[config.mk]
export PLATFORM = sky130hd
export DESIGN_NAME = div_unit_radix_flat
export DESIGN_NICKNAME = d
export VERILOG_FILES = /design/src/rtl/div_unit_radix_if.sv /design/src/rtl/div_unit_radix.sv /design/src/flat_wrapper.sv
export SDC_FILE = /design/constraint.sdc
export NUM_CORES = 1
export LEC_CHECK = 0
export ABC_AREA = 1
export CAP_MARGIN = 0
export CORE_MARGIN = 1.5
export CORE_UTILIZATION = 48
export DETAILED_ROUTE_END_ITERATION = 10
export PLACE_DENSITY = 0.71
export SETUP_SLACK_MARGIN = 0.02
export SLEW_MARGIN = 20
export SYNTH_ARGS = -nofsm -noshare
export SYNTH_HDL_FRONTEND = slang
export SYNTH_SLANG_ARGS = --single-unit
[constraint.sdc]
create_clock -name CLK -period 5.9 [get_ports CLK]
set_clock_uncertainty 0.15 [all_clocks]
set_input_delay 1.18 -clock CLK [delete_from_list [all_inputs] [get_ports CLK]]
set_output_delay 1.18 -clock CLK [all_outputs]
set_load 0.02 [all_outputs]
[src/rtl/div_unit_radix_if.sv]
// Launch/result bundle of the iterative divider: the execute stage is the master,
// the divider is the slave.
interface div_unit_radix_if #(
    parameter int WIDTH = 32
);
    logic             start_div;
    logic [WIDTH-1:0] rs1_data;
    logic [WIDTH-1:0] rs2_data;
    logic             is_signed_div;
    logic             div_type;
    logic [4:0]       reg_rd;
    logic             wen;
    logic             kill;
    logic [WIDTH-1:0] wdata_du;
    logic [4:0]       reg_rd_du;
    logic             wen_du;
    logic             busy_du;
    logic             done_du;

    // Launch protocol: start_div is taken only in a cycle where busy_du is low and
    // kill is low. Results are valid for the single cycle done_du is high, and
    // wdata_du/reg_rd_du/wen_du keep those values until the next done_du pulse.
    modport master (
        output start_div, rs1_data, rs2_data, is_signed_div, div_type, reg_rd, wen, kill,
        input  wdata_du, reg_rd_du, wen_du, busy_du, done_du
    );

    modport slave (
        input  start_div, rs1_data, rs2_data, is_signed_div, div_type, reg_rd, wen, kill,
        output wdata_du, reg_rd_du, wen_du, busy_du, done_du
    );
endinterface

[src/rtl/div_unit_radix.sv]
// Iterative restoring divider (DIV/DIVU/REM/REMU) retiring BPC quotient bits per cycle.
// Optional last-result cache for DIV+REM pairs is enabled by defining DIV_RESULT_CACHE_EN.
module div_unit_radix #(
    parameter int WIDTH = 32,
    parameter int BPC   = 1
) (
    input  logic             CLK,
    input  logic             nRST,
    div_unit_radix_if.slave  du,
    output logic [1:0]       o_dbg_state
);
    localparam int N  = WIDTH / BPC;
    localparam int CW = (N > 1) ? $clog2(N) : 1;

    localparam logic [1:0] IDLE   = 2'd0;
    localparam logic [1:0] DIVIDE = 2'd1;
    localparam logic [1:0] FIXUP  = 2'd2;
    localparam logic [1:0] DONE   = 2'd3;

    logic [1:0]       r_state;
    logic [1:0]       w_next;
    logic [WIDTH-1:0] r_quo;
    logic [WIDTH-1:0] r_dvs;
    logic [WIDTH:0]   r_rem;
    logic [CW-1:0]    r_cnt;
    logic             r_q_neg;
    logic             r_r_neg;
    logic             r_type;
    logic [4:0]       r_rd;
    logic             r_wen;
    logic [WIDTH-1:0] r_wdata;
    logic [4:0]       r_rd_du;
    logic             r_wen_du;
    logic             r_busy;
    logic             r_done;

    logic             w_accept;
    logic             w_a_neg;
    logic             w_b_neg;
    logic [WIDTH-1:0] w_a_mag;
    logic [WIDTH-1:0] w_b_mag;
    logic             w_div_zero;
    logic             w_ovf;
    logic             w_special;
    logic [WIDTH-1:0] w_sp_q;
    logic [WIDTH-1:0] w_sp_r;
    logic             w_hit;
    logic [WIDTH-1:0] w_c_q;
    logic [WIDTH-1:0] w_c_r;
    logic [WIDTH-1:0] w_quo_nx;
    logic [WIDTH:0]   w_rem_nx;
    logic [WIDTH-1:0] w_q_fix;
    logic [WIDTH-1:0] w_r_fix;
    logic [WIDTH-1:0] w_fin_q;
    logic [WIDTH-1:0] w_fin_r;
    logic             w_sel_type;
    logic [4:0]       w_sel_rd;
    logic             w_sel_wen;
    logic             w_load_out;

    assign w_accept   = (r_state == IDLE) && du.start_div && !du.kill;
    assign w_a_neg    = du.is_signed_div && du.rs1_data[WIDTH-1];
    assign w_b_neg    = du.is_signed_div && du.rs2_data[WIDTH-1];
    assign w_a_mag    = w_a_neg ? -du.rs1_data : du.rs1_data;
    assign w_b_mag    = w_b_neg ? -du.rs2_data : du.rs2_data;
    assign w_div_zero = (du.rs2_data == '0);
    assign w_ovf      = du.is_signed_div && (du.rs1_data == {1'b1, {(WIDTH-1){1'b0}}})
                        && (&du.rs2_data);
    assign w_special  = w_div_zero || w_ovf;
    assign w_sp_q     = w_div_zero ? '1 : du.rs1_data;
    assign w_sp_r     = w_div_zero ? du.rs1_data : '0;

`ifdef DIV_RESULT_CACHE_EN
    logic             r_c_valid;
    logic [WIDTH-1:0] r_c_a;
    logic [WIDTH-1:0] r_c_b;
    logic             r_c_sgn;
    logic [WIDTH-1:0] r_c_q;
    logic [WIDTH-1:0] r_c_r;
    logic [WIDTH-1:0] r_key_a;
    logic [WIDTH-1:0] r_key_b;
    logic             r_key_sgn;

    assign w_hit = r_c_valid && (r_c_a == du.rs1_data) && (r_c_b == du.rs2_data)
                   && (r_c_sgn == du.is_signed_div);
    assign w_c_q = r_c_q;
    assign w_c_r = r_c_r;
`else
    assign w_hit = 1'b0;
    assign w_c_q = '0;
    assign w_c_r = '0;
`endif

    // One restoring step per retired bit; the quotient shifts in where the dividend shifts out.
    always_comb begin
        logic [WIDTH:0]   v_rem;
        logic [WIDTH-1:0] v_quo;
        logic [WIDTH:0]   v_sh;
        v_rem = r_rem;
        v_quo = r_quo;
        v_sh  = '0;
        for (int i = 0; i < BPC; i++) begin
            v_sh  = {v_rem[WIDTH-1:0], v_quo[WIDTH-1]};
            v_quo = {v_quo[WIDTH-2:0], 1'b0};
            if (v_sh >= {1'b0, r_dvs}) begin
                v_rem    = v_sh - {1'b0, r_dvs};
                v_quo[0] = 1'b1;
            end else begin
                v_rem = v_sh;
            end
        end
        w_rem_nx = v_rem;
        w_quo_nx = v_quo;
    end

    assign w_q_fix = r_q_neg ? -r_quo : r_quo;
    assign w_r_fix = r_r_neg ? -r_rem[WIDTH-1:0] : r_rem[WIDTH-1:0];

    always_comb begin
        w_next = r_state;
        case (r_state)
            IDLE:    if (w_accept) w_next = (w_special || w_hit) ? DONE : DIVIDE;
            DIVIDE:  if (r_cnt == '0) w_next = FIXUP;
            FIXUP:   w_next = DONE;
            DONE:    w_next = IDLE;
            default: w_next = IDLE;
        endcase
        if (du.kill && (r_state != IDLE)) w_next = IDLE;
    end

    // Results enter DONE either straight from IDLE (special case / cache hit) or from FIXUP.
    assign w_load_out = (w_next == DONE);
    assign w_fin_q    = (r_state == IDLE) ? (w_special ? w_sp_q : w_c_q) : w_q_fix;
    assign w_fin_r    = (r_state == IDLE) ? (w_special ? w_sp_r : w_c_r) : w_r_fix;
    assign w_sel_type = (r_state == IDLE) ? du.div_type : r_type;
    assign w_sel_rd   = (r_state == IDLE) ? du.reg_rd   : r_rd;
    assign w_sel_wen  = (r_state == IDLE) ? du.wen      : r_wen;

    always_ff @(posedge CLK or negedge nRST) begin
        if (!nRST) begin
            r_state  <= IDLE;
            r_quo    <= '0;
            r_dvs    <= '0;
            r_rem    <= '0;
            r_cnt    <= '0;
            r_q_neg  <= 1'b0;
            r_r_neg  <= 1'b0;
            r_type   <= 1'b0;
            r_rd     <= '0;
            r_wen    <= 1'b0;
            r_wdata  <= '0;
            r_rd_du  <= '0;
            r_wen_du <= 1'b0;
            r_busy   <= 1'b0;
            r_done   <= 1'b0;
        end else begin
            r_state <= w_next;
            r_busy  <= (w_next != IDLE);
            r_done  <= w_load_out;
            if (w_accept) begin
                r_quo   <= w_a_mag;
                r_dvs   <= w_b_mag;
                r_rem   <= '0;
                r_cnt   <= CW'(N - 1);
                r_q_neg <= du.is_signed_div && (du.rs1_data[WIDTH-1] ^ du.rs2_data[WIDTH-1]);
                r_r_neg <= du.is_signed_div && du.rs1_data[WIDTH-1];
                r_type  <= du.div_type;
                r_rd    <= du.reg_rd;
                r_wen   <= du.wen;
            end else if (r_state == DIVIDE) begin
                r_quo <= w_quo_nx;
                r_rem <= w_rem_nx;
                r_cnt <= r_cnt - 1'b1;
            end
            if (w_load_out) begin
                r_wdata  <= w_sel_type ? w_fin_r : w_fin_q;
                r_rd_du  <= w_sel_rd;
                r_wen_du <= w_sel_wen;
            end
        end
    end

`ifdef DIV_RESULT_CACHE_EN
    // The lookup key must survive DIVIDE, where r_quo is consumed as a shift register.
    always_ff @(posedge CLK or negedge nRST) begin
        if (!nRST) begin
            r_c_valid <= 1'b0;
            r_c_a     <= '0;
            r_c_b     <= '0;
            r_c_sgn   <= 1'b0;
            r_c_q     <= '0;
            r_c_r     <= '0;
            r_key_a   <= '0;
            r_key_b   <= '0;
            r_key_sgn <= 1'b0;
        end else begin
            if (w_accept) begin
                r_key_a   <= du.rs1_data;
                r_key_b   <= du.rs2_data;
                r_key_sgn <= du.is_signed_div;
            end
            if (w_load_out) begin
                r_c_valid <= 1'b1;
                r_c_a     <= (r_state == IDLE) ? du.rs1_data      : r_key_a;
                r_c_b     <= (r_state == IDLE) ? du.rs2_data      : r_key_b;
                r_c_sgn   <= (r_state == IDLE) ? du.is_signed_div : r_key_sgn;
                r_c_q     <= w_fin_q;
                r_c_r     <= w_fin_r;
            end
        end
    end
`endif

    assign du.wdata_du  = r_wdata;
    assign du.reg_rd_du = r_rd_du;
    assign du.wen_du    = r_wen_du;
    assign du.busy_du   = r_busy;
    assign du.done_du   = r_done;
    assign o_dbg_state  = r_state;
endmodule

[src/flat_wrapper.sv]
// flat-port wrapper written by rule: the top's interface ports become plain ports
module div_unit_radix_flat 
#(
    parameter int WIDTH = 32,
    parameter int BPC   = 1
)
  (CLK, nRST, o_dbg_state, du_start_div, du_rs1_data, du_rs2_data, du_is_signed_div, du_div_type, du_reg_rd, du_wen, du_kill, du_wdata_du, du_reg_rd_du, du_wen_du, du_busy_du, du_done_du);
  div_unit_radix_if #(.WIDTH(WIDTH)) du_i ();
  input  logic CLK;
  input  logic nRST;
  output logic [1:0] o_dbg_state;
  input wire logic [$bits(du_i.start_div)-1:0] du_start_div;
  input wire logic [$bits(du_i.rs1_data)-1:0] du_rs1_data;
  input wire logic [$bits(du_i.rs2_data)-1:0] du_rs2_data;
  input wire logic [$bits(du_i.is_signed_div)-1:0] du_is_signed_div;
  input wire logic [$bits(du_i.div_type)-1:0] du_div_type;
  input wire logic [$bits(du_i.reg_rd)-1:0] du_reg_rd;
  input wire logic [$bits(du_i.wen)-1:0] du_wen;
  input wire logic [$bits(du_i.kill)-1:0] du_kill;
  output wire logic [$bits(du_i.wdata_du)-1:0] du_wdata_du;
  output wire logic [$bits(du_i.reg_rd_du)-1:0] du_reg_rd_du;
  output wire logic [$bits(du_i.wen_du)-1:0] du_wen_du;
  output wire logic [$bits(du_i.busy_du)-1:0] du_busy_du;
  output wire logic [$bits(du_i.done_du)-1:0] du_done_du;
  assign du_i.start_div = du_start_div;
  assign du_i.rs1_data = du_rs1_data;
  assign du_i.rs2_data = du_rs2_data;
  assign du_i.is_signed_div = du_is_signed_div;
  assign du_i.div_type = du_div_type;
  assign du_i.reg_rd = du_reg_rd;
  assign du_i.wen = du_wen;
  assign du_i.kill = du_kill;
  assign du_wdata_du = du_i.wdata_du;
  assign du_reg_rd_du = du_i.reg_rd_du;
  assign du_wen_du = du_i.wen_du;
  assign du_busy_du = du_i.busy_du;
  assign du_done_du = du_i.done_du;
  div_unit_radix #(.WIDTH(WIDTH), .BPC(BPC)) u_core (.CLK(CLK), .nRST(nRST), .du(du_i), .o_dbg_state(o_dbg_state));
endmodule
==> results of run 1 <==
[cells in the final DEF (no fill, tap or decap), types with 25 or more instances in the layout]
cell type and n:
nand3_1 305, nor2_1 197, nor3_1 27, clkdlybuf4s50_1 116
dfrtp_1 152, a21oi_1 87, o21ai_0 177, o221ai_1 25
ha_1 38, inv_1 212, nand2_1 620, nand4_1 36
[state kept, by name (all words and copies together) (netlist names)]
register and flops:
u_core.du.wdata_du 32, u_core.r_type 1, u_core.r_q_neg 1, u_core.o_dbg_state 2
u_core.r_rd 5, u_core.r_cnt 5, u_core.r_wen 1, u_core.du.reg_rd_du 5
u_core.du.busy_du 1, u_core.du.wen_du 1, u_core.r_r_neg 1, u_core.du.done_du 1
u_core.r_rem 32, u_core.r_dvs 32, u_core.r_quo 32
[area by class of cell]
| type | instances | share of cell area, % |
|---|---|---|
| clock inverters | 14 | 1.18 |
| repair buffers | 134 | 8.54 |
| clock buffers | 17 | 2.80 |
| well taps | 341 | 2.80 |
| multi-input cells | 1668 | 54.1 |
| flip-flops and latches | 152 | 25.0 |
| inverters | 226 | 5.58 |
[worst min-delay path: stages, from the launching register on]
cell     delay [ns]
dfrtp_1        0.34
nand2_1        0.05
nand2_1        0.06
[path summary, 6_finish.rpt]
| kind | startpoint | to | slack (ns) | depth (start not counted) |
|---|---|---|---|---|
| worst max-delay path | du_rs2_data[1] | u_core.du.wdata_du[0] | 1.95 | 15 |
| worst min register to register | u_core.du.wdata_du[13] | u_core.du.wdata_du[13] | 0.33 | 2 |
| max in group asynchronous | nRST | u_core.du.wdata_du[21] | 3.92 | 2 |
| min in group asynchronous | nRST | u_core.r_dvs[7] | 0.58 | 1 |
| worst max register to register | u_core.r_rem[24] | u_core.r_rem[31] | 2.46 | 15 |
| worst min-delay path | u_core.du.wdata_du[13] | u_core.du.wdata_du[13] | 0.33 | 2 |
[per-layer routing]
metal | share of wire [%] | vias to the layer above | wire length (um) | GRT usage [%]
li1 | - | 7187 | - | -
met1 | 45 | 6827 | 20900 | 45.5
met2 | 44 | 629 | 20500 | 52.0
met3 | 8.2 | 94 | 3870 | 6.83
met4 | 3.5 | 0 | 1640 | 12.8
met5 | 0 | - | 0 | 0
[power by group through the flow]
stage | registers (uW) | logic (uW) | clock network (uW)
after floorplan | 1950 | 4440 | 0
after global placement | 1930 | 6270 | 0
after detailed placement | 1940 | 6330 | 0
after CTS | 1930 | 6360 | 1190
after global routing | 1990 | 7210 | 1230
final | 1940 | 6460 | 1180
[per-stage QoR]
step	total power (uW)	setup slack, ns
3_3_place_gp	8200	1.56
3_5_place_dp	8270	1.49
5_1_grt	10400	1.67
4_1_cts	9480	1.94
2_1_floorplan	6390	3.00
6_report	9580	1.95
[cell families after synthesis]
group,share of synthesized area [%]
AOI/OAI and AO/OA,15.2
xor gates and xnor gates,2.90
adders and majority gates,3.73
buffers and inverters,9.34
DFF,28.7
and+or+nand+nor,40.1
==> flow_summary.toml, run 1 <==
[finish]
area_growth_pct = 14.6
ff_latch_area_sq_um = 3800
final_util_pct = 56.3
nFillCells = 2823
drive_above_1_share_pct = 5.25
design_area_sq_um = 15200
final_nets = 2314
antenna_cells = 0
multiInputGateArea_sq_um = 8230
instances_no_fill = 2552

[sta]
period_share_pct = 66.9
max_freq_ghz = 0.253
fin_crit_ns = 3.95
slew_headroom_pct = 46.0
worst_pin_slew_ns = 0.808
holdWs_ns = 0.329
drv_slew = 0
tns_ns = 0
setup_viol_count_final = 0
grt_setup_unrepaired = "false"
hold_violations = 0

[global_routing]
grt_start_max_net_pins = 74
antenna_found_initial = 0
grt_pass1_wl_mm = 74.6
first_global_vias = 13800
grt.total_usage_pct = 33.4
gr-total-overflow = 0

[worst_hold_path]
hp-class = "reg2reg"

[die]
core-area_sq_um = 27000
row_count = 60
fp.dieW_um = 169
die_area_sq_um = 28700
die_y_um = 169
start_util_pct = 49.1
num_io_pins = 118

[clocking]
cts_buffers = 17
clk-insertion-delay-late_ns = 0.44
cts_buffer_depth = 2
htreeDepth = 4
cts_resized = 0
cts_tree = "done"
cts_sinks = 152
clkTransAtPathRegs_ns = 0.08
post_cts_buffers = 0
postCtsHoldBufs = 0
cts_root_buf = "clkbuf_16"

[pwr]
clkPwrFrac_pct = 12.3
p_int_uw = 4260
switching_share_pct = 55.5
pwr-share-seq_pct = 20.2
netSwitchingPower_uw = 5320
p_leak_uw = 0.00726
peakVddDrop_mv = 0.650
p_per_area_nw_per_um2 = 629
p_comb_share_pct = 67.4

[critical_path]
cp_max_fo = 55
slowest_delay_ns = 0.56
start_kind = "input pin"
worstPathArrival_ns = 4.11
end_kind = "flip-flop"
crit_family = "simple AND/OR/NAND/NOR gates"
crit_chain = "clkdlybuf4s50_1, inv_1, ha_1, nand2_1, nor2_1, nand2_1, nor2_4, buf_4, inv_2, nand3_2, nand2_2, nand2_4, nand3_4, nand2_1, o21ai_2"
crit_required_ns = 6.06
worstSetupPathType = "in2reg"
slowest_stage = "nand3_4"
path_common_cell = "nand2_1"
cp_num_buf_inv = 4

[logic_synthesis]
synth_area_sq_um = 13300
synth_area_leaders = "dfrtp_1, nand2_1, nand3_1, o21ai_0, inv_1"
netlist.area_leader.share_pct = 28.7
ys_seq_area_share_pct = 28.7
synth_edf_count = 0
synth.distinct_cells = 47
yosys.cell_count.top_type = "nand2_1"
syn_area_per_cell_sq_um = 6.24
synth_largest_area_cell = "dfrtp_1"
ys_warn_count = 0
syn_inst = 2126
async_flop_share_pct = 100
ys.flop_type = "dfrtp_1"
synth-seq-cells = 152
synth_top_cells_by_count = "nand2_1, nand3_1, inv_1"
synth_nets = 2241

[placement]
dp.cells = 2521
portBuffers = 117
hpwl_mm = 36.1
placedInstanceArea_sq_um = 14600
place.gp.congestion = 0.982

[detailed_routing]
viasPerCell = 5.77
dr.pass1.iters = 6
drt_iter0_markers = 1548
vias = 14700
routed_wirelength_mm = 46.9
wire_per_inst_um = 18.4
drc = 0
ant_nets = 0

[flow_run]
maxCapViolations = 0

[status]
status = "finished, final reports clean"
Note: power is estimated with default switching activity, not from simulation.
==> inputs of run 2 (changes only) <==
Settings changed: PLACE_DENSITY 0.71 to 0.74.
Clock period 5.9 ns to 3.3 ns, I/O delays scaled along.
==> run 2 against run 1 <==
Effect of this change:
- flip-flop and latch count unchanged
- sequential power up 79%
- final cell count up 1.3%
- setup slack worse by 1.7 ns
- routed wire length up 2.5%
- via count up 4.2%
- combinational power up 83%
- global-route usage up 0.82 points
- first-iteration DRC count up 23%
- non-clock buffer count up 32
- critical path depth down 4
==> flow_summary.toml, run 2 (synthesized netlist as in run 1, its figures left out) <==
[status]
status = "finished, final reports clean"

[finish]
final_common_cell = "nand2_1"
nFillCells = 2637
drive_above_1_share_pct = 6.60
final_nets = 2346
instances_no_fill = 2585
final_util_pct = 57.3
mostFrequentLayoutCells = "nand2_1, nand3_1, inv_1"
area_growth_pct = 16.7
antenna_cells = 0
design_area_sq_um = 15500

[critical_path]
cp_num_buf_inv = 0
worstSetupPathType = "reg2reg"
worstPathArrival_ns = 3.18
crit_chain = "ha_1, a21oi_1, o21ai_0, a21oi_1, nand2_1, nor2_2, nand2_2, nand2_1, nand2_1, nand2_1, nand2_1"
path_common_cell = "nand2_1"
startpoint = "u_core.r_rem[27]"
slowest_delay_ns = 0.48
start_kind = "flip-flop"
cp_max_fo = 17
slowest_stage = "dfrtp_1"
end_kind = "flip-flop"
crit_family = "simple AND/OR/NAND/NOR gates"
r2r-start = "u_core.r_rem[27]"
crit_required_ns = 3.48

[pwr]
clkPwrFrac_pct = 11.6
switching_share_pct = 55.8
p_int_uw = 7620
peakVddDrop_mv = 0.740
netSwitchingPower_uw = 9640
p_per_area_nw_per_um2 = 1110
p_comb_share_pct = 68.2
power.total_uw = 17300
pwr-share-seq_pct = 20.1
p_leak_uw = 0.00741

[sta]
fin_crit_ns = 3.01
max_freq_ghz = 0.333
setup_viol_count_final = 0
grt_setup_unrepaired = "false"
drv_slew = 0
worst_pin_slew_ns = 0.730
hold_violations = 0
period_share_pct = 91.1
slew_headroom_pct = 51.3

[clocking]
cts_tree = "done"
clkTransAtPathRegs_ns = 0.08
cts_resized = 0
cts_buffers = 17
post_cts_buffers = 0
clk-insertion-delay-late_ns = 0.46
cts_buffer_depth = 2
htreeDepth = 4
postCtsHoldBufs = 0
cts_sinks = 152
cts_root_buf = "clkbuf_16"

[global_routing]
antenna_found_initial = 0
grt_pass1_wl_mm = 76.7
grt.total_usage_pct = 34.2
gr-total-overflow = 0
first_global_vias = 14300
grt_start_max_net_pins = 66

[die]
fp.dieW_um = 169
start_util_pct = 49.1
row_count = 60
core-area_sq_um = 27000
die_area_sq_um = 28700
num_io_pins = 118
die_y_um = 169

[placement]
place.gp.congestion = 1.05
portBuffers = 117
placedInstanceArea_sq_um = 14900
hpwl_mm = 36.9
dp.cells = 2553

[flow_run]
maxCapViolations = 0

[detailed_routing]
ant_nets = 0
routed_wirelength_mm = 48.0
dr.pass1.iters = 6
vias = 15400
drt_iter0_markers = 1905
viasPerCell = 5.94
wire_per_inst_um = 18.6
drc = 0

[worst_hold_path]
hp-class = "in2async"
## run 2: changes by cell type in the layout (fill, tap and decap cells not counted)
cell	delta
buf_4	+27
buf_12	+5
bufinv_16	-2
clkinv_4	-2
clkinvlp_4	+2
inv_8	+2
clkbuf_1	+1
clkinv_8	+1
inv_6	-1
## run 2: cell type report
type | count | area, sq um | share of cell area (%)
clock buffer | 18 | 429 | 2.77
clock inverter | 14 | 148 | 0.953
inverter | 226 | 848 | 5.48
multi-input combinational | 1668 | 8230 | 53.1
sequential | 152 | 3800 | 24.6
tap | 341 | 427 | 2.75
timing repair buffer | 166 | 1600 | 10.3
## run 2: per-stage QoR
step	hold slack [ns]	TNS [ns]	setup WS, ns
6_report	0.0591	0	0.295
5_1_grt	0.100	0	0.101
4_1_cts	0.0867	0	0.366
3_5_place_dp	0.314	-0.0559	-0.0559
3_3_place_gp	0.313	0	0.0159
2_1_floorplan	0.214	0	0.915
## run 2: routing by layer
metal	wire (um)	part of all wire, %	GRT usage (%)	up-vias
met2	20900	43	52.8	875
met1	20400	42	47.2	7065
li1	-	-	-	7257
met4	2140	4.4	14.8	0
met3	4670	9.7	5.78	153
met5	0	0	0	-
## run 2: worst paths after layout
path                                                to  cells past startpoint  slack (ns)
worst max-delay path                  u_core.r_rem[30]                     11        0.29
worst min register to register  u_core.du.wdata_du[27]                      2        0.33
max in group asynchronous       u_core.du.wdata_du[15]                      2        2.18
min in group CLK                u_core.du.wdata_du[27]                      2        0.33
worst max register to register        u_core.r_rem[30]                     11        0.29
worst min-delay path                  u_core.r_dvs[14]                      1        0.06
## run 2: power groups by stage
stage	Clock, uW	Sequential, uW	Combinational (uW)
after detailed placement	0	3480	11500
final	2010	3480	11800
after floorplan	0	3490	7930
after global routing	2080	3570	13000
after global placement	0	3450	11300
after CTS	2000	3450	11500
